<file path="src/rtl/branch_predict_unit_if.sv">
// rtl/branch_predict_unit_if.sv - fetch lookup and execute resolve bundle for branch_predict_unit
interface branch_predict_unit_if #(
  parameter int XLEN  = 32,
  parameter int CNT_W = 16
);
  logic [XLEN-1:0]  f_pc;
  logic             f_pred_taken;
  logic             ex_valid;
  logic             flush;
  logic [XLEN-1:0]  ex_pc;
  logic [XLEN-1:0]  ex_imm;
  logic [XLEN-1:0]  rs1data;
  logic [XLEN-1:0]  rs2data;
  logic [2:0]       func3;
  logic             binst;
  logic             jal;
  logic             jalr;
  logic             ex_pred_taken;
  logic             res_valid;
  logic             pcjump;
  logic             redirect;
  logic [XLEN-1:0]  redirect_pc;
  logic [XLEN-1:0]  link_pc;
  logic             illegal;
  logic [CNT_W-1:0] br_cnt;
  logic [CNT_W-1:0] mispred_cnt;

  modport master (
    output f_pc, ex_valid, flush, ex_pc, ex_imm, rs1data, rs2data, func3,
           binst, jal, jalr, ex_pred_taken,
    input  f_pred_taken, res_valid, pcjump, redirect, redirect_pc, link_pc,
           illegal, br_cnt, mispred_cnt
  );

  modport slave (
    input  f_pc, ex_valid, flush, ex_pc, ex_imm, rs1data, rs2data, func3,
           binst, jal, jalr, ex_pred_taken,
    output f_pred_taken, res_valid, pcjump, redirect, redirect_pc, link_pc,
           illegal, br_cnt, mispred_cnt
  );
endinterface

</file>
<file path="src/rtl/branch_predict_unit.sv">
// rtl/branch_predict_unit.sv - 2-bit BHT predictor with registered execute-stage branch resolver
module branch_predict_unit #(
  parameter int XLEN        = 32,
  parameter int BHT_ENTRIES = 64,
  parameter int IDX_LSB     = 2,
  parameter int CNT_W       = 16
) (
  input  logic               clk,
  input  logic               rst,
  branch_predict_unit_if.slave bus
);
  localparam int IDX_W = $clog2(BHT_ENTRIES);

  logic [1:0]       bht_q [BHT_ENTRIES];
  logic [IDX_W-1:0] f_idx;
  logic [IDX_W-1:0] ex_idx;

  logic             res_valid_q, res_valid_d;
  logic             pcjump_q, pcjump_d;
  logic             redirect_q, redirect_d;
  logic             illegal_q, illegal_d;
  logic [XLEN-1:0]  redirect_pc_q, redirect_pc_d;
  logic [XLEN-1:0]  link_pc_q, link_pc_d;
  logic [CNT_W-1:0] br_cnt_q, br_cnt_d;
  logic [CNT_W-1:0] mispred_cnt_q, mispred_cnt_d;
  logic             bht_we;
  logic [1:0]       bht_d;

  logic             accept;
  logic             is_jal, is_jalr, is_br;
  logic             br_illegal, br_legal;
  logic             cond;
  logic [XLEN-1:0]  link_addr, br_target, jalr_target;
  logic             unused_bits;

  // Only the index slice of the fetch PC matters for lookup.
  assign unused_bits = ^bus.f_pc;

  assign f_idx  = bus.f_pc[IDX_LSB +: IDX_W];
  assign ex_idx = bus.ex_pc[IDX_LSB +: IDX_W];
  assign bus.f_pred_taken = bht_q[f_idx][1];

  assign accept      = bus.ex_valid & ~bus.flush;
  assign is_jal      = bus.jal;
  assign is_jalr     = ~bus.jal & bus.jalr;
  assign is_br       = ~bus.jal & ~bus.jalr & bus.binst;
  assign br_illegal  = is_br & (bus.func3[2:1] == 2'b01);
  assign br_legal    = is_br & ~br_illegal;

  assign link_addr   = bus.ex_pc + XLEN'(4);
  assign br_target   = bus.ex_pc + bus.ex_imm;
  assign jalr_target = (bus.rs1data + bus.ex_imm) & ~XLEN'(1);

  always_comb begin
    cond = 1'b0;
    case (bus.func3)
      3'b000:  cond = (bus.rs1data == bus.rs2data);
      3'b001:  cond = (bus.rs1data != bus.rs2data);
      3'b100:  cond = ($signed(bus.rs1data) <  $signed(bus.rs2data));
      3'b101:  cond = ($signed(bus.rs1data) >= $signed(bus.rs2data));
      3'b110:  cond = (bus.rs1data <  bus.rs2data);
      3'b111:  cond = (bus.rs1data >= bus.rs2data);
      default: cond = 1'b0;
    endcase
  end

  always_comb begin
    res_valid_d   = 1'b0;
    pcjump_d      = 1'b0;
    redirect_d    = 1'b0;
    illegal_d     = 1'b0;
    redirect_pc_d = redirect_pc_q;
    link_pc_d     = link_pc_q;
    if (accept) begin
      res_valid_d   = 1'b1;
      link_pc_d     = link_addr;
      redirect_pc_d = link_addr;
      if (is_jal) begin
        pcjump_d      = 1'b1;
        redirect_d    = 1'b1;
        redirect_pc_d = br_target;
      end else if (is_jalr) begin
        pcjump_d      = 1'b1;
        redirect_d    = 1'b1;
        redirect_pc_d = jalr_target;
      end else if (br_illegal) begin
        illegal_d     = 1'b1;
        redirect_d    = bus.ex_pred_taken;
      end else if (br_legal) begin
        pcjump_d      = cond;
        redirect_d    = cond ^ bus.ex_pred_taken;
        redirect_pc_d = cond ? br_target : link_addr;
      end
    end
  end

  // Training and statistics only see legal branches that were actually accepted.
  always_comb begin
    bht_we        = accept & br_legal;
    bht_d         = bht_q[ex_idx];
    br_cnt_d      = br_cnt_q;
    mispred_cnt_d = mispred_cnt_q;
    if (bht_we) begin
      if (cond && bht_q[ex_idx] != 2'b11) begin
        bht_d = bht_q[ex_idx] + 2'b01;
      end else if (!cond && bht_q[ex_idx] != 2'b00) begin
        bht_d = bht_q[ex_idx] - 2'b01;
      end
      if (br_cnt_q != '1) begin
        br_cnt_d = br_cnt_q + CNT_W'(1);
      end
      if (redirect_d && mispred_cnt_q != '1) begin
        mispred_cnt_d = mispred_cnt_q + CNT_W'(1);
      end
    end
  end

  always_ff @(posedge clk) begin
    if (rst) begin
      for (int i = 0; i < BHT_ENTRIES; i++) begin
        bht_q[i] <= 2'b01;
      end
      res_valid_q   <= 1'b0;
      pcjump_q      <= 1'b0;
      redirect_q    <= 1'b0;
      illegal_q     <= 1'b0;
      redirect_pc_q <= '0;
      link_pc_q     <= '0;
      br_cnt_q      <= '0;
      mispred_cnt_q <= '0;
    end else begin
      if (bht_we) begin
        bht_q[ex_idx] <= bht_d;
      end
      res_valid_q   <= res_valid_d;
      pcjump_q      <= pcjump_d;
      redirect_q    <= redirect_d;
      illegal_q     <= illegal_d;
      redirect_pc_q <= redirect_pc_d;
      link_pc_q     <= link_pc_d;
      br_cnt_q      <= br_cnt_d;
      mispred_cnt_q <= mispred_cnt_d;
    end
  end

  assign bus.res_valid   = res_valid_q;
  assign bus.pcjump      = pcjump_q;
  assign bus.redirect    = redirect_q;
  assign bus.illegal     = illegal_q;
  assign bus.redirect_pc = redirect_pc_q;
  assign bus.link_pc     = link_pc_q;
  assign bus.br_cnt      = br_cnt_q;
  assign bus.mispred_cnt = mispred_cnt_q;
endmodule
</file>
<file path="src/flat_wrapper.sv">
// flat-port wrapper written by rule: the top's interface ports become plain ports
module branch_predict_unit_flat 
#(
  parameter int XLEN        = 32,
  parameter int BHT_ENTRIES = 64,
  parameter int IDX_LSB     = 2,
  parameter int CNT_W       = 16
)
  (clk, rst, bus_f_pc, bus_ex_valid, bus_flush, bus_ex_pc, bus_ex_imm, bus_rs1data, bus_rs2data, bus_func3, bus_binst, bus_jal, bus_jalr, bus_ex_pred_taken, bus_f_pred_taken, bus_res_valid, bus_pcjump, bus_redirect, bus_redirect_pc, bus_link_pc, bus_illegal, bus_br_cnt, bus_mispred_cnt);
  branch_predict_unit_if #(.XLEN(XLEN), .CNT_W(CNT_W)) bus_i ();
  input  logic clk;
  input  logic rst;
  input wire logic [$bits(bus_i.f_pc)-1:0] bus_f_pc;
  input wire logic [$bits(bus_i.ex_valid)-1:0] bus_ex_valid;
  input wire logic [$bits(bus_i.flush)-1:0] bus_flush;
  input wire logic [$bits(bus_i.ex_pc)-1:0] bus_ex_pc;
  input wire logic [$bits(bus_i.ex_imm)-1:0] bus_ex_imm;
  input wire logic [$bits(bus_i.rs1data)-1:0] bus_rs1data;
  input wire logic [$bits(bus_i.rs2data)-1:0] bus_rs2data;
  input wire logic [$bits(bus_i.func3)-1:0] bus_func3;
  input wire logic [$bits(bus_i.binst)-1:0] bus_binst;
  input wire logic [$bits(bus_i.jal)-1:0] bus_jal;
  input wire logic [$bits(bus_i.jalr)-1:0] bus_jalr;
  input wire logic [$bits(bus_i.ex_pred_taken)-1:0] bus_ex_pred_taken;
  output wire logic [$bits(bus_i.f_pred_taken)-1:0] bus_f_pred_taken;
  output wire logic [$bits(bus_i.res_valid)-1:0] bus_res_valid;
  output wire logic [$bits(bus_i.pcjump)-1:0] bus_pcjump;
  output wire logic [$bits(bus_i.redirect)-1:0] bus_redirect;
  output wire logic [$bits(bus_i.redirect_pc)-1:0] bus_redirect_pc;
  output wire logic [$bits(bus_i.link_pc)-1:0] bus_link_pc;
  output wire logic [$bits(bus_i.illegal)-1:0] bus_illegal;
  output wire logic [$bits(bus_i.br_cnt)-1:0] bus_br_cnt;
  output wire logic [$bits(bus_i.mispred_cnt)-1:0] bus_mispred_cnt;
  assign bus_i.f_pc = bus_f_pc;
  assign bus_i.ex_valid = bus_ex_valid;
  assign bus_i.flush = bus_flush;
  assign bus_i.ex_pc = bus_ex_pc;
  assign bus_i.ex_imm = bus_ex_imm;
  assign bus_i.rs1data = bus_rs1data;
  assign bus_i.rs2data = bus_rs2data;
  assign bus_i.func3 = bus_func3;
  assign bus_i.binst = bus_binst;
  assign bus_i.jal = bus_jal;
  assign bus_i.jalr = bus_jalr;
  assign bus_i.ex_pred_taken = bus_ex_pred_taken;
  assign bus_f_pred_taken = bus_i.f_pred_taken;
  assign bus_res_valid = bus_i.res_valid;
  assign bus_pcjump = bus_i.pcjump;
  assign bus_redirect = bus_i.redirect;
  assign bus_redirect_pc = bus_i.redirect_pc;
  assign bus_link_pc = bus_i.link_pc;
  assign bus_illegal = bus_i.illegal;
  assign bus_br_cnt = bus_i.br_cnt;
  assign bus_mispred_cnt = bus_i.mispred_cnt;
  branch_predict_unit #(.XLEN(XLEN), .BHT_ENTRIES(BHT_ENTRIES), .IDX_LSB(IDX_LSB), .CNT_W(CNT_W)) u_core (.clk(clk), .rst(rst), .bus(bus_i));
endmodule
</file>
<file path="config.mk">
export PLATFORM = sky130hd
export DESIGN_NAME = branch_predict_unit_flat
export DESIGN_NICKNAME = d
export VERILOG_FILES = /design/src/rtl/branch_predict_unit_if.sv /design/src/rtl/branch_predict_unit.sv /design/src/flat_wrapper.sv
export SDC_FILE = /design/constraint.sdc
export NUM_CORES = 1
export LEC_CHECK = 0
export ABC_AREA = 1
export CAP_MARGIN = 10
export CORE_MARGIN = 2
export CORE_UTILIZATION = 50
export DETAILED_ROUTE_END_ITERATION = 6
export PLACE_DENSITY = 0.78
export SYNTH_ARGS = -nofsm -noshare
export SYNTH_HDL_FRONTEND = slang
export SYNTH_SLANG_ARGS = --single-unit
</file>
<file path="constraint.sdc">
create_clock -name clk -period 7.4 [get_ports clk]
set_input_delay 0.74 -clock clk [delete_from_list [all_inputs] [get_ports clk]]
set_output_delay 0.74 -clock clk [all_outputs]
set_load 0.03 [all_outputs]
</file>
==> flow_metrics.tcl <==
set metrics [dict create \
    crit_path_end_kind "flip-flop" \
    synthCells 2358 \
    max-vdd-ir-drop_mv 0.1799 \
    core-area_um2 33360 \
    vias_per_cell 5.805 \
    finalHoldViolations 0 \
    cp.arrival_ns 5.43 \
    antenna_found_initial 1 \
    cts_buffers 26 \
    whs_path_depth 2 \
    clkPwrFrac_pct 37.1 \
    hold_path_end "u_core.bus.br_cnt[11]" \
    cts_tree "built" \
    min_from "u_core.bus.br_cnt[11]" \
    crit_path_start_kind "input port" \
    rows 67 \
    drv_slew 0 \
    initial_core_util_pct 50.51 \
    die_h_um 187.6 \
    post-place-ws_ns 1.956 \
    dp_hpwl_um 42500 \
    setup_viol_count_final 0 \
    reg2reg_to "u_core.bht_q[12][0]" \
    ctsHtreeMaxLevel 1 \
    cts_sinks 228 \
    max_slew_margin_pct 31.54 \
    synth_cell_types 60 \
    grt_pass1_wl_um 90360 \
    root_buffer "clkbuf_16" \
    finalCritPeriodShare_pct 70.19 \
    worstSkewPairLatency_ns 0.54 \
    clockBufferDepth 3 \
    io_buffers 245 \
    syn_to_final_growth_pct 20.87 \
    worstPathCellList "clkdlybuf4s50_1 -> inv_1 -> nand3_2 -> inv_1 -> nand2_1 -> nand2_1 -> a221oi_1 -> nand4_1 -> nand2_1 -> nand2_1 -> nor4_4 -> inv_1 -> ha_1 -> inv_1 -> nand2_1 -> o21ai_2 -> nand2_1 -> nand2_2 -> buf_4 -> nand3_1" \
    ctsResizeCount 0 \
    worst_pin_slew_ns 1.026 \
    holdBufCountCts 0 \
    grt_overflow 0 \
    reg2regPathDepth 16 \
    drt_wl_total_um 57260 \
    status "completed" \
    final_common_cell "nand2_1" \
    grt_max_degree 99 \
    p_per_area_nw_per_um2 179.4 \
    timing.fmax_ghz 0.1925 \
    p_sw_share_pct 31.38 \
    fin_skew_ns 0.01305 \
    fin_setup_tns_ns 0 \
    syn_nets 2629 \
    fp.dieW_um 187.6 \
    reg2reg_from "u_core.bht_q[39][1]" \
    drt_pass1_iterations 7 \
    clk_pin_slew_worst_paths_ns 0.06 \
    globalplace.congestion 0.9866 \
    design_area_um2 20370 \
    synth_warnings 0 \
    routedWlPerCell_um 18.91 \
    hp-class "reg -> reg" \
    seq_power_share_pct 38.2 \
    crit_top_cell "nand2_1" \
    required_ns 7.64 \
    max_cap_violations 0 \
    final_nets 2831 \
    netSwitchingPower_uw 1147 \
    drive_gt1_share_pct 4.575 \
    ys_seq_area_share_pct 34.69 \
    pwr-share-comb_pct 24.7 \
    timing.final.ws_setup_ns 2.206 \
    crit_type "in -> reg" \
    ant_nets 0 \
    pin_count 272 \
    synth-seq-cells 228 \
    avgSynthCellArea_um2 7.147 \
    critPathBufInv 6 \
    crit_family "simple AND/OR/NAND/NOR gates" \
    slowest_delay_ns 0.70 \
    whs_ns 0.5058 \
    mostFrequentLayoutCells "nand2_1, nor2_1, inv_1" \
    grt_usage_pct 32.11 \
    drc 0 \
    die_area_um2 35190 \
    dpl-instance-area_um2 19470 \
    vias 17580 \
    r2r_slack_ns 3.67 \
    total_leakage_power_uw 0.008294 \
    path_max_fanout 41 \
    post-cts-setup-buffers 0 \
    p_int_uw 2507 \
    crit_slowest_cell "clkdlybuf4s50_1" \
    drt_iter0_markers 1838 \
    fin_crit_ns 5.194 \
    syn_area_um2 16850 \
    grt_pass1_vias 17310 \
    rsz0062_at_grt "false" \
]
[power by group through the flow]
stage	logic (uW)	clock network, uW	registers, uW
after floorplan	523	0	1470
after detailed placement	876	0	1420
after global placement	864	0	1420
final	901	1360	1400
after global routing	980	1410	1400
after CTS	882	1360	1400
[worst max-delay path by stage]
stage	depth (start not counted)	slack, ns	endpoint	start
2_1_floorplan	19	4.14	u_core.bht_q[0][0]	bus_ex_pc[2]
3_3_place_gp	20	2.05	u_core.bht_q[33][0]	bus_ex_pc[3]
3_5_place_dp	20	1.96	u_core.bht_q[33][0]	bus_ex_pc[3]
4_1_cts	20	2.49	u_core.bht_q[26][0]	bus_ex_pc[3]
5_1_grt	20	2.11	u_core.bht_q[26][0]	bus_ex_pc[3]
6_report	20	2.21	u_core.bht_q[12][0]	bus_ex_pc[3]
[tightest hold or removal path: stages, from the launching register on]
cell and delay, ns:
dfxtp_1 0.33, inv_1 0.07, a21oi_1 0.05
[kinds of logic after synthesis]
family / count (synthesis) / synth area share (%)
compound gates: 440 / 15.20
xor+xnor: 72 / 3.742
fa+ha+maj: 100 / 7.514
buf+inv: 407 / 10.02
flops: 228 / 34.69
simple gates: 1111 / 28.84
[cell type report]
cell class                 instances  area [um^2]
antenna                            1        2.502
inverter                         328         1232
timing repair buffer             253         2507
multi-input combinational       1723         9326
sequential                       228         5846
clock buffer                      29        693.2
tap                              448        560.5
fill                            3014        13000
clock inverter                    18        201.4
[cells in the mapped netlist, drive strengths merged]
library cell	instances	area, um^2
o31ai	2	15.01
nor4	10	83.83
dfxtp	100	2002
o311a	1	10.01
xor2	44	385.4
o221a	2	22.52
a221oi	14	135.1
o21bai	7	52.55
o21ai	155	779.5
and3b	1	8.760
nor3	39	221.5
o2111a	2	22.52
nor3b	5	37.54
nand3b	4	30.03
a22o	7	61.31
xnor2	28	245.2
buf	37	299.0
nand4	40	256.5
o22ai	19	118.9
clkinv	1	3.750
nand3	189	1013
and3	3	18.77
o21a	13	97.59
o221ai	3	26.28
clkbuf	42	157.7
o211ai	17	127.6
a31oi	8	56.30
a21oi	157	785.8
inv	327	1227
a211oi	2	15.01
a21boi	3	22.52
or2	8	50.05
o2bb2ai	2	17.52
nor2	361	1410
nand2	451	1730
a21o	8	60.06
ha	98	1226
edfxtp	128	3844
a22oi	18	135.1
fa	2	40.04
[metrics by stage]
step | instances | util [%] | total power, uW
CTS | 3027 | 61.04 | 3642
detailed placement | 2980 | 58.36 | 2297
global route | 3027 | 61.04 | 3793
finish | 3028 | 61.05 | 3654
global placement | 2980 | 58.36 | 2285
floorplan | 2358 | - | 1989
[registers in the layout (all words and copies together) (netlist names)]
name / count
u_core.bht_q: 128
u_core.bus.br_cnt: 16
u_core.bus.illegal: 1
u_core.bus.link_pc: 32
u_core.bus.mispred_cnt: 16
u_core.bus.pcjump: 1
u_core.bus.redirect: 1
u_core.bus.redirect_pc: 32
u_core.bus.res_valid: 1
[metal layers]
layer  global-route usage, %  wire, um  vias to the layer above
li1                        -         -                     8303
met1                   40.11     22340                     8053
met2                   53.02     25890                      997
met3                   6.363      5905                      225
met4                   15.96      3124                        0
met5                       0         0                        -
(Power assumes the default switching activity.)
